File: config.mk
export PLATFORM = sky130hd
export DESIGN_NAME = posit_to_fir_seq
export DESIGN_NICKNAME = d
export VERILOG_FILES = /design/src/rtl/ppu_pkg.sv /design/src/rtl/posit_to_fir_seq_regime_scanner.sv /design/src/rtl/posit_to_fir_seq.sv
export SDC_FILE = /design/constraint.sdc
export NUM_CORES = 1
export LEC_CHECK = 0
export CORE_MARGIN = 4
export CORE_UTILIZATION = 48
export DETAILED_ROUTE_END_ITERATION = 10
export PLACE_DENSITY = 0.78
export SLEW_MARGIN = 20
export SYNTH_ARGS = -nofsm -noshare
export SYNTH_HDL_FRONTEND = slang
export SYNTH_HIERARCHICAL = 1
export SYNTH_SLANG_ARGS = --single-unit
File: constraint.sdc
create_clock -name clk -period 2.8 [get_ports clk]
set_input_delay 0.56 -clock clk [delete_from_list [all_inputs] [get_ports clk]]
set_output_delay 0.56 -clock clk [all_outputs]
set_load 0.1 [all_outputs]
File: src/rtl/ppu_pkg.sv
// Shared PPU definitions: FIR width derivations, decoder FSM states and the FIR field layout.
package ppu_pkg;

    localparam int PPU_N  = 16;
    localparam int PPU_ES = 1;

    function automatic int k_size(input int n);
        return $clog2(n) + 1;
    endfunction

    function automatic int te_size(input int n, input int es);
        return k_size(n) + es;
    endfunction

    function automatic int frac_size(input int n, input int es);
        return n - 3 - es;
    endfunction

    function automatic int fir_total_size(input int n, input int es);
        return 1 + te_size(n, es) + frac_size(n, es);
    endfunction

    localparam int PPU_K_SIZE         = k_size(PPU_N);
    localparam int PPU_TE_SIZE        = te_size(PPU_N, PPU_ES);
    localparam int PPU_FRAC_SIZE      = frac_size(PPU_N, PPU_ES);
    localparam int PPU_FIR_TOTAL_SIZE = fir_total_size(PPU_N, PPU_ES);

    typedef enum logic [1:0] {
        IDLE = 2'd0,
        SCAN = 2'd1,
        DONE = 2'd2
    } state_t;

    // FIR layout for the default PPU configuration (MSB first).
    typedef struct packed {
        logic                     sign;
        logic [PPU_TE_SIZE-1:0]   te;
        logic [PPU_FRAC_SIZE-1:0] frac;
    } fir_t;

endpackage

File: src/rtl/posit_to_fir_seq_regime_scanner.sv
// Regime run-length scanner: consumes one regime bit per cycle and strobes done
// in the cycle the last run bit is consumed.
module regime_scanner
    import ppu_pkg::*;
#(
    parameter  int N      = 16,
    localparam int K_SIZE = k_size(N),
    localparam int CW     = K_SIZE - 1
) (
    input  logic              clk,
    input  logic              rst_n,
    input  logic              load,
    input  logic [N-2:0]      load_bits,
    input  logic              run,
    output logic              done,
    output logic              r0,
    output logic [K_SIZE-1:0] run_len,
    output logic [N-4:0]      tail
);

    localparam logic [CW-1:0] LAST = CW'(N - 2);

    // sr holds the bits following the run bit being consumed; sr MSB is the
    // next bit, so the terminator is seen one cycle early and dropped for free.
    logic [N-3:0]  sr;
    logic [CW-1:0] count;

    always_ff @(posedge clk) begin
        if (!rst_n) begin
            sr    <= '0;
            count <= '0;
            r0    <= 1'b0;
        end else if (load) begin
            sr    <= load_bits[N-3:0];
            r0    <= load_bits[N-2];
            count <= '0;
        end else if (run && !done) begin
            sr    <= {sr[N-4:0], 1'b0};
            count <= count + CW'(1);
        end
    end

    assign done    = run && ((sr[N-3] != r0) || (count == LAST));
    assign run_len = {1'b0, count} + K_SIZE'(1);
    // An exhausted regime has already shifted every real bit out, so tail is zero.
    assign tail    = sr[N-4:0];

endmodule

File: src/rtl/posit_to_fir_seq.sv
// Sequential posit-to-FIR decoder with valid/ready on both sides.
// Optional PTF_SPECIAL_FLAGS_EN adds registered out_is_zero / out_is_nar outputs.
module posit_to_fir_seq
    import ppu_pkg::*;
#(
    parameter  int N              = 16,
    parameter  int ES             = 1,
    localparam int K_SIZE         = k_size(N),
    localparam int TE_SIZE        = te_size(N, ES),
    localparam int FRAC_SIZE      = frac_size(N, ES),
    localparam int FIR_TOTAL_SIZE = fir_total_size(N, ES)
) (
    input  logic                      clk,
    input  logic                      rst_n,
    input  logic                      in_valid,
    output logic                      in_ready,
    input  logic [N-1:0]              in_posit,
    output logic                      out_valid,
    input  logic                      out_ready,
`ifdef PTF_SPECIAL_FLAGS_EN
    output logic                      out_is_zero,
    output logic                      out_is_nar,
`endif
    output logic [FIR_TOTAL_SIZE-1:0] out_fir
);

    typedef struct packed {
        logic                 sign;
        logic [TE_SIZE-1:0]   te;
        logic [FRAC_SIZE-1:0] frac;
    } fir_fields_t;

    state_t            state;
    logic              accept;
    logic              special;
    logic              sign_q;
    logic [N-2:0]      mag;
    logic              scan_done;
    logic              r0;
    logic [K_SIZE-1:0] run_len;
    logic [K_SIZE-1:0] k;
    logic [N-4:0]      tail;
    fir_fields_t       fields;

    assign in_ready = (state == IDLE) || ((state == DONE) && out_ready);
    assign accept   = in_valid && in_ready;
    // Zero and NaR are the only posits with an all-zero body.
    assign special  = (in_posit[N-2:0] == '0);
    assign mag      = in_posit[N-1] ? -in_posit[N-2:0] : in_posit[N-2:0];

    regime_scanner #(.N(N)) u_scan (
        .clk       (clk),
        .rst_n     (rst_n),
        .load      (accept && !special),
        .load_bits (mag),
        .run       (state == SCAN),
        .done      (scan_done),
        .r0        (r0),
        .run_len   (run_len),
        .tail      (tail)
    );

    assign k           = r0 ? (run_len - K_SIZE'(1)) : -run_len;
    assign fields.sign = sign_q;

    // te = k*2^ES + exp is just k with the exponent bits appended.
    generate
        if (ES > 0) begin : g_exp
            assign fields.te   = {k, tail[N-4 -: ES]};
            assign fields.frac = tail[N-4-ES:0];
        end else begin : g_noexp
            assign fields.te   = k;
            assign fields.frac = tail;
        end
    endgenerate

    always_ff @(posedge clk) begin
        if (!rst_n) begin
            state     <= IDLE;
            out_valid <= 1'b0;
            out_fir   <= '0;
            sign_q    <= 1'b0;
        end else begin
            case (state)
                IDLE, DONE: begin
                    if ((state == DONE) && out_ready) begin
                        out_valid <= 1'b0;
                        state     <= IDLE;
                    end
                    if (accept) begin
                        sign_q <= in_posit[N-1];
                        if (special) begin
                            state     <= DONE;
                            out_valid <= 1'b1;
                            out_fir   <= {in_posit[N-1], {(FIR_TOTAL_SIZE-1){1'b0}}};
                        end else begin
                            state <= SCAN;
                        end
                    end
                end
                SCAN: begin
                    if (scan_done) begin
                        state     <= DONE;
                        out_valid <= 1'b1;
                        out_fir   <= fields;
                    end
                end
                default: state <= IDLE;
            endcase
        end
    end

`ifdef PTF_SPECIAL_FLAGS_EN
    always_ff @(posedge clk) begin
        if (!rst_n) begin
            out_is_zero <= 1'b0;
            out_is_nar  <= 1'b0;
        end else if (accept) begin
            out_is_zero <= special && !in_posit[N-1];
            out_is_nar  <= special && in_posit[N-1];
        end
    end
`else
    // Zero and NaR are told apart only by their out_fir encodings.
`endif

endmodule

# After elaboration in Yosys (flattened, before gate mapping)
# Cells that the tools add are included.
# word_totals
reg_bits	42
in_bits	20
out_inout_bits	21
# op_classes
add_sub_neg	5
n_eq_ne	8
mux	18
bitwise_logic	1
reduce_logical	19
# ops
operator	count
$mux 19	3
$pmux 19 s2	1
$mux 14	2
$logic_not 15->1	1
$mux 15	1
$neg 15->15	1
$mux 2	4
$ne 2x2->1 const B	3
$reduce_and 2->1	3
$add 4x1->5 const B	1
$logic_and 1x1->1	5
$mux 5	1
$neg 5->5	1
$sub 5x1->5 const B	1
$add 4x1->4 const B	1
$eq 4x4->1 const B	1
$mux 1	4
$pmux 2 s2	1
$reduce_and 4->1	1
$reduce_bool 2->1	2
$reduce_or 2->1	2
$ne 3x3->1 const B	1
$eq 2x1->1 const B	1
$eq 2x2->1 const B	1
6 further kinds	8

# Depth between registers and ports, before layout
# Gate-level depths: netlist of run 1.
# logic_depth
depth_word	7
ltp_mapped	11
depth_no_buf	9

# Cells and area by module
# Netlist of run 1, hierarchy kept.
# by_module_without_submodules
mod	n_inst	cells_each	area_each_um2	seq_area_each_um2
posit_to_fir_seq	1	166	1388.8	460.4
regime_scanner	1	128	1189.9	380.4

# Least setup slack after synthesis of run 1
# OpenSTA, ideal clock, no wires.
# synth_timing
path_kind	input port to flip-flop
start	input in_posit[1]
end	register u_scan.sr[2]
arrival_ps	2751
t_required_ps	2676
setup_slack_ps	-75
path_stages	11
cell_sequence	inv_1 > ha_1 > or4b_1 > or4_4 > buf_6 > o21a_1 > buf_2 > buf_1 > nor2_1 > o31a_1 > a211oi_2
# synth_via
elab_chain_len	4
elab_cells_between_ends	7
# synth_lines
item	line_no	source
start: declaration	posit_to_fir_seq.sv:17	input logic [N-1:0] in_posit,
branches (longest 4 deep; another with $neg 15->15)	-	
end signal: assignment	posit_to_fir_seq_regime_scanner.sv:34	sr <= load_bits[N-3:0];
end signal: assignment	posit_to_fir_seq_regime_scanner.sv:38	sr <= {sr[N-4:0], 1'b0};
end: declaration	posit_to_fir_seq_regime_scanner.sv:25	logic [N-3:0] sr;
# Parallel ways; which one is timed is not known.
# A chain may end at the register's enable or synchronous reset.

# Final worst setup path of run 1
# layout_timing
start	input in_posit[3]
end	register u_scan.sr[1]
# layout_via
elab_chain_len	4
elab_cells_between_ends	5
# layout_lines
item	line_no	source
$logic_not 15->1 (*)	posit_to_fir_seq.sv:48	assign special = (in_posit[N-2:0] == '0);
$logic_not 1->1 (*)	posit_to_fir_seq.sv:54	.load (accept && !special),
$logic_and 1x1->1 (*)	posit_to_fir_seq.sv:54	
$mux 14 or $reduce_bool 2->1 (tied branches)	-	
# Mark *: on every way between the ends. The rest lies on a longest branch, timed or not.

==> impl_metrics.yaml, run 1 <==
outcome:
  status: "finished clean"
cts:
  cts_tree: "yes"
  cts.clk_slew.worst_paths_ns: 0.08
  cts_buffers: 5
  cts_hold_buf: 0
  cts_max_level: 2
  cts.sinks: 42
  cts_setup_buffers: 0
  clk_path_buf_depth: 2
  clk_latency_ns: 0.30
  cts-root-buf: "clkbuf_8"
detailed_routing:
  met2_length_mm: 2.51
  vias: 2230
  ant_nets: 0
  drt_iter0_drc: 100
  dr.pass1.iters: 4
  drc: 0
  top_layer: "met4"
  met1_length_mm: 2.83
  dr_wl_met3_um: 345
  totalWireLength_mm: 5.76
  vias_per_cell: 5.41
  wire_per_inst_um: 14.0
setup_path:
  start_kind: "primary input"
  worstPathRequired_ns: 2.95
  max_stage_delay_ns: 0.55
  startpoint: "in_posit[3]"
  crit_buf_inv: 2
  worstSetupPathType: "in -> reg"
  end_kind: "register"
  worstPathCellList: "clkdlybuf4s50_1, or4b_4, or4_4, o21a_4, buf_12, nor2_2, o31a_1, a211oi_2"
  cp_max_fo: 14
  cp_top_family: "simple AND/OR/NAND/NOR gates"
  cp_data_arrival_time_ns: 2.87
  cp_slowest_cell: "or4b_4"
  crit-reg2reg-launch: "u_scan/r0$_SDFFE_PN0P_"
floorplan:
  core_um2: 5170
  start_util_pct: 49.9
  fp-row-count: 26
  io_pins: 41
  die_height_um: 81.3
  fp.dieW_um: 81.3
  die-area_um2: 6610
cells_and_area:
  num_antenna_cells: 0
  design_area_um2: 3240
  syn_to_final_growth_pct: 25.5
  layout_commonest_cell: "buf_4"
  drive_gt1_share_pct: 27.5
  final_cell_mix: "buf_4 (52), dfxtp_1 (42), nand2_1 (30)"
  nFillCells: 435
  fin_nets: 365
synthesis:
  yosysUniqueCellTypes: 49
  synthMuxAreaShare_pct: 2.38
  synth_top_cell_by_area: "dfxtp_1"
  synth-async-reset-ratio_pct: 0
  synth_compound_area_share_pct: 29.3
  synth_simple_gate_area_share_pct: 15.1
  synthCells: 294
  yosysSeqAreaShare_pct: 32.6
  yosysWarnings: 6
  yosys.area_share.adder_pct: 1.94
  synth-edff-count: 0
  synth_top_flop_cell: "dfxtp_1"
  ys_ff_latch: 42
  synth.net_count: 318
  postSynthAreaPerCell_um2: 8.77
  synth_top_cell_area_share_pct: 32.6
  synthTopCellsByArea: "dfxtp_1 (33%), xnor2_1 (6.1%), a211oi_2 (4.9%), a21boi_0 (4.7%), o211ai_1 (4.7%)"
  synth_area_um2: 2580
  synth_top_family_by_area: "compound AO/OA/AOI/OAI gates"
  synthXorXnorAreaFrac_pct: 8.78
placed_design:
  dpl_worst_slack_ns: -0.302
  port_buffers: 40
  dpl.hpwl_mm: 4.20
  place_congestion: 0.887
  dpl_cell_area_um2: 3080
timing:
  period_share_pct: 97.1
  slew_violations: 0
  post-route-min-period_ns: 2.72
  tightestPinTransition_ns: 0.830
  fin_setup_tns_ns: 0
  holdWs_ns: 0.471
  setup_slack_ns: 0.0824
  skew_ns: 0.00442
  hold_viol_final: 0
  setup_viol: 0
  slew_headroom_pct: 44.6
  fmax_mhz: 368
  rsz0062_at_grt: "no"
min_path:
  hold_path.class: "reg -> reg"
  hold_start: "out_fir[17]$_SDFFE_PN0P_"
power_and_ir_drop:
  powerDensity_nw_per_um2: 490
  ir_drop_v: 0.000270
  p_leak_nw: 1.24
run:
  drv_cap: 0
global_routing:
  grt_use_total_pct: 18.4
  grt_max_degree: 27
  grt.overflow.total: 0
  antenna_found_initial: 0
  grt_pass1_wl_mm: 9.77
  grt_pass1_vias: 2097
worst reg2reg max path, delay by kind of cell, from the launching register on:
kind | cells | cell delay [ns]
XOR/XNOR | 1 | 0.50
flip-flops | 1 | 0.45
AO/OA/AOI/OAI | 3 | 0.53
buffers and inverters | 1 | 0.18
AND/OR/NAND/NOR | 1 | 0.44
path summary, 6_finish.rpt:
kind	to	slack [ns]	cells after the start
min reg2reg	out_fir[17]$_SDFFE_PN0P_	0.47	2
min	out_fir[17]$_SDFFE_PN0P_	0.47	2
max	u_scan/sr[1]$_SDFFE_PN0P_	0.08	8
max reg2reg	state[1]$_SDFFE_PN0P_	0.62	6
logic make-up after synthesis:
group	after synthesis
and+or+nand+nor	75
muxes	6
AOI/OAI and AO/OA	98
DFF	42
adders and majority gates	4
buffers and inverters	44
xor gates and xnor gates	25
stage by stage:
step	utilization, %	instances	total power [mW]
after floorplan	-	294	0.985
after global placement	59.5	404	1.09
after detailed placement	59.5	404	1.10
after CTS	61.7	412	1.58
after global routing	62.6	412	1.66
final	62.6	412	1.59
Yosys cell counts (2+ instances only):
| cell type | instances |
|---|---|
| a21oi_1 | 4 |
| buf_2 | 4 |
| ha_1 | 4 |
| xor2_1 | 6 |
| nand2b_1 | 4 |
| o31ai_1 | 6 |
| inv_2 | 2 |
| o21a_1 | 3 |
| a21boi_0 | 16 |
| or4_4 | 2 |
| dfxtp_1 | 42 |
| nor3_1 | 2 |
| mux2i_1 | 5 |
| o31a_1 | 12 |
| nand2_1 | 30 |
| and2_1 | 2 |
| nand4_1 | 5 |
| o21ai_0 | 19 |
| a211oi_1 | 3 |
| inv_1 | 9 |
| and3_1 | 3 |
| o211ai_1 | 16 |
| nor2_1 | 14 |
| buf_6 | 5 |
| a211oi_2 | 10 |
| xnor2_1 | 18 |
| nand3_1 | 2 |
| buf_4 | 13 |
| clkbuf_1 | 10 |
| nor2b_1 | 4 |
what timing repair did:
action / CTS / global route
gates resized for setup: 1 / 16
endpoints found under the setup margin: 1 / 18
hold endpoints to repair: 0 / 0
pin swaps: 0 / 2
flip-flops by register name, indices dropped and copies added, names as in the netlist:
register / flops
u_scan/sr: 14
state: 2
sign_q: 1
out_fir: 19
out_valid: 1
u_scan/count: 4
u_scan/r0: 1
report_power, final:
| group | internal [mW] | total (mW) | switching [mW] |
|---|---|---|---|
| Sequential | 0.635 | 0.668 | 0.0335 |
| Clock | 0.266 | 0.482 | 0.216 |
| Combinational | 0.197 | 0.435 | 0.238 |
| Total | 1.10 | 1.59 | 0.488 |
final cells by class:
| class | instances | area [um^2] | share of cell area, % |
|---|---|---|---|
| clock buffers | 6 | 72.6 | 2.24 |
| clock inverters | 2 | 37.5 | 1.16 |
| inverters | 11 | 43.8 | 1.35 |
| multi-input cells | 208 | 1530 | 47.2 |
| flip-flops and latches | 42 | 841 | 26.0 |
| well taps | 70 | 87.6 | 2.71 |
| repair buffers | 73 | 626 | 19.3 |
routing by layer:
metal | track usage, % | up-vias
met4 | 6.08 | 0
met5 | 0 | -
li1 | - | 1140
met3 | 3.22 | 6
met2 | 28.3 | 71
met1 | 26.0 | 1013
Note: power is estimated with default switching activity, not from simulation.
==> run 2: changes to the inputs <==
--- a/config.mk
+++ b/config.mk
@@ -8,7 +8,7 @@
 export CORE_MARGIN = 4
 export CORE_UTILIZATION = 48
 export DETAILED_ROUTE_END_ITERATION = 10
-export PLACE_DENSITY = 0.78
+export PLACE_DENSITY = 0.76
 export SLEW_MARGIN = 20
 export SYNTH_ARGS = -nofsm -noshare
 export SYNTH_HDL_FRONTEND = slang
==> run 2 against run 1 <==
Compared with the run above: sequential power is 0.9% lower; clock power is 18% lower; hold slack worse by 0.00092 ns; non-clock buffer count stayed put; count of clock-buffer cells in the layout is 1 lower; largest cell class unchanged; largest power group unchanged; highest routed layer unchanged.
==> impl_metrics.yaml, run 2 (synthesis gave the netlist of run 1 again) <==
outcome:
  status: "finished clean"
power_and_ir_drop:
  powerDensity_nw_per_um2: 469
  internal_power_uw: 999
  p_leak_nw: 1.21
  swShare_pct: 32.7
  pwr-share-seq_pct: 44.6
  combPwrFrac_pct: 28.9
  clkPwrFrac_pct: 26.5
  ir_drop_v: 0.000216
  power_switching_uw: 486
cells_and_area:
  reg_top3: "out_fir x19, u_scan/sr x14, u_scan/count x4"
  stdcell_count: 412
  final_cell_mix: "buf_4 (53), dfxtp_1 (42), nand2_1 (30)"
  regMostFlops: "out_fir"
  drive_gt1_share_pct: 25.1
  nFillCells: 473
  syn_to_final_growth_pct: 22.9
  fin_nets: 365
  num_antenna_cells: 0
  layout_commonest_cell: "buf_4"
  fin_util_pct: 61.2
  largest_reg_flops: 19
  design_area_um2: 3170
setup_path:
  end_kind: "register"
  cp_top_family: "simple AND/OR/NAND/NOR gates"
  cp_slowest_cell: "or4b_4"
  r2r_slack_ns: 0.51
  worstPathCellList: "clkdlybuf4s50_1, inv_1, ha_1, or4b_4, or4_4, o21a_1, buf_4, nor2_1, o31a_1, a211oi_2"
  worstSetupPathType: "in -> reg"
  crit_buf_inv: 3
  worstPathRequired_ns: 2.96
  max_stage_delay_ns: 0.46
  cp_data_arrival_time_ns: 2.90
  cp_max_fo: 10
  worst-path-stages: 10
  start_kind: "primary input"
  r2r_cells: 7
timing:
  tightestPinTransition_ns: 0.859
  fmax_mhz: 365
  slew_violations: 0
  holdWs_ns: 0.470
  hold_viol_final: 0
  period_share_pct: 97.9
  rsz0062_at_grt: "yes"
  setup_viol: 0
  slew_headroom_pct: 42.7
  setup_slack_ns: 0.0580
  skew_ns: 0.00745
  post-route-min-period_ns: 2.74
floorplan:
  die_height_um: 81.3
  io_pins: 41
  fp.dieW_um: 81.3
  die-area_um2: 6610
  core_um2: 5170
  fp-row-count: 26
  start_util_pct: 49.9
run:
  drv_cap: 0
min_path:
  hold_path.class: "reg -> reg"
  holdPathStages: 2
placed_design:
  dpl_worst_slack_ns: -0.268
  dpl_cell_area_um2: 3070
  place_congestion: 0.882
  dpl.hpwl_mm: 4.32
  dp.cells: 404
  port_buffers: 40
cts:
  cts.sinks: 42
  cts_tree: "yes"
  clk_path_buf_depth: 2
  cts_buffers: 5
  cts_max_level: 2
  cts.clk_slew.worst_paths_ns: 0.08
  clk_latency_ns: 0.30
  cts-root-buf: "clkbuf_8"
detailed_routing:
  dr.pass1.iters: 4
  wire_per_inst_um: 14.1
  drt_iter0_drc: 108
  ant_nets: 0
  vias: 2266
  drc: 0
  vias_per_cell: 5.50
  totalWireLength_mm: 5.80
global_routing:
  grt_pass1_vias: 2048
  antenna_found_initial: 0
  grt_use_total_pct: 18.1
  grt_max_degree: 28
  grt_pass1_wl_mm: 9.58
  grt.overflow.total: 0
## run 2: cell types whose count changed in the layout (fill, tap and decap cells not counted), sizes merged
| cell | before | now |
|---|---|---|
| bufinv | 1 | 0 |
| clkbuf | 6 | 5 |
| clkdlybuf4s50 | 17 | 19 |
| clkinv | 0 | 2 |
| dlymetal6s2s | 2 | 0 |
## run 2: stage by stage
stage / power, mW / setup TNS [ns]
final: 1.49 / 0
after global routing: 1.56 / -0.0722
after CTS: 1.49 / 0
after detailed placement: 1.10 / -4.10
after global placement: 1.09 / -3.16
after floorplan: 0.985 / 0
## run 2: path summary, 6_finish.rpt
check                               startpoint                   endpoint
setup / recovery                   in_posit[0]  u_scan/sr[4]$_SDFFE_PN0P_
hold / removal        out_fir[17]$_SDFFE_PN0P_   out_fir[17]$_SDFFE_PN0P_
setup reg to reg  u_scan/count[0]$_SDFFE_PP0P_    out_fir[5]$_SDFFE_PN0P_
hold reg to reg       out_fir[17]$_SDFFE_PN0P_   out_fir[17]$_SDFFE_PN0P_
## run 2: cell type report
| cell class | instances | area (um^2) | share of cell area (%) |
|---|---|---|---|
| repair buffers | 73 | 608 | 19.2 |
| clock buffers | 5 | 68.8 | 2.17 |
| flip-flops and latches | 42 | 841 | 26.5 |
| clock inverters | 3 | 21.3 | 0.671 |
| inverters | 11 | 41.3 | 1.30 |
| multi-input cells | 208 | 1500 | 47.4 |
| well taps | 70 | 87.6 | 2.76 |
## run 2: worst min-delay path, cell delays in order (launching register included)
cell and delay (ns):
dfxtp_1 0.32, nand2_1 0.05, o21ai_0 0.06
## run 2: per-layer routing
layer,vias to the layer above,track usage (%),part of all wire [%]
li1,1147,-,-
met5,-,0,0
met1,1043,24.6,47
met2,68,29.7,47
met4,0,4.56,0.86
met3,8,2.99,4.7
## run 2: timing repair
item,4_1_cts,5_1_grt
buffers inserted,0,0
endpoints found under the setup margin,0,9
gates resized for setup,0,4
hold buffers,0,0
## run 2: power groups by stage
stage | sequential [mW] | clock, mW | combinational (mW)
floorplan | 0.705 | 0 | 0.280
global placement | 0.673 | 0 | 0.416
detailed placement | 0.675 | 0 | 0.424
CTS | 0.661 | 0.402 | 0.426
global route | 0.667 | 0.433 | 0.463
finish | 0.662 | 0.394 | 0.429
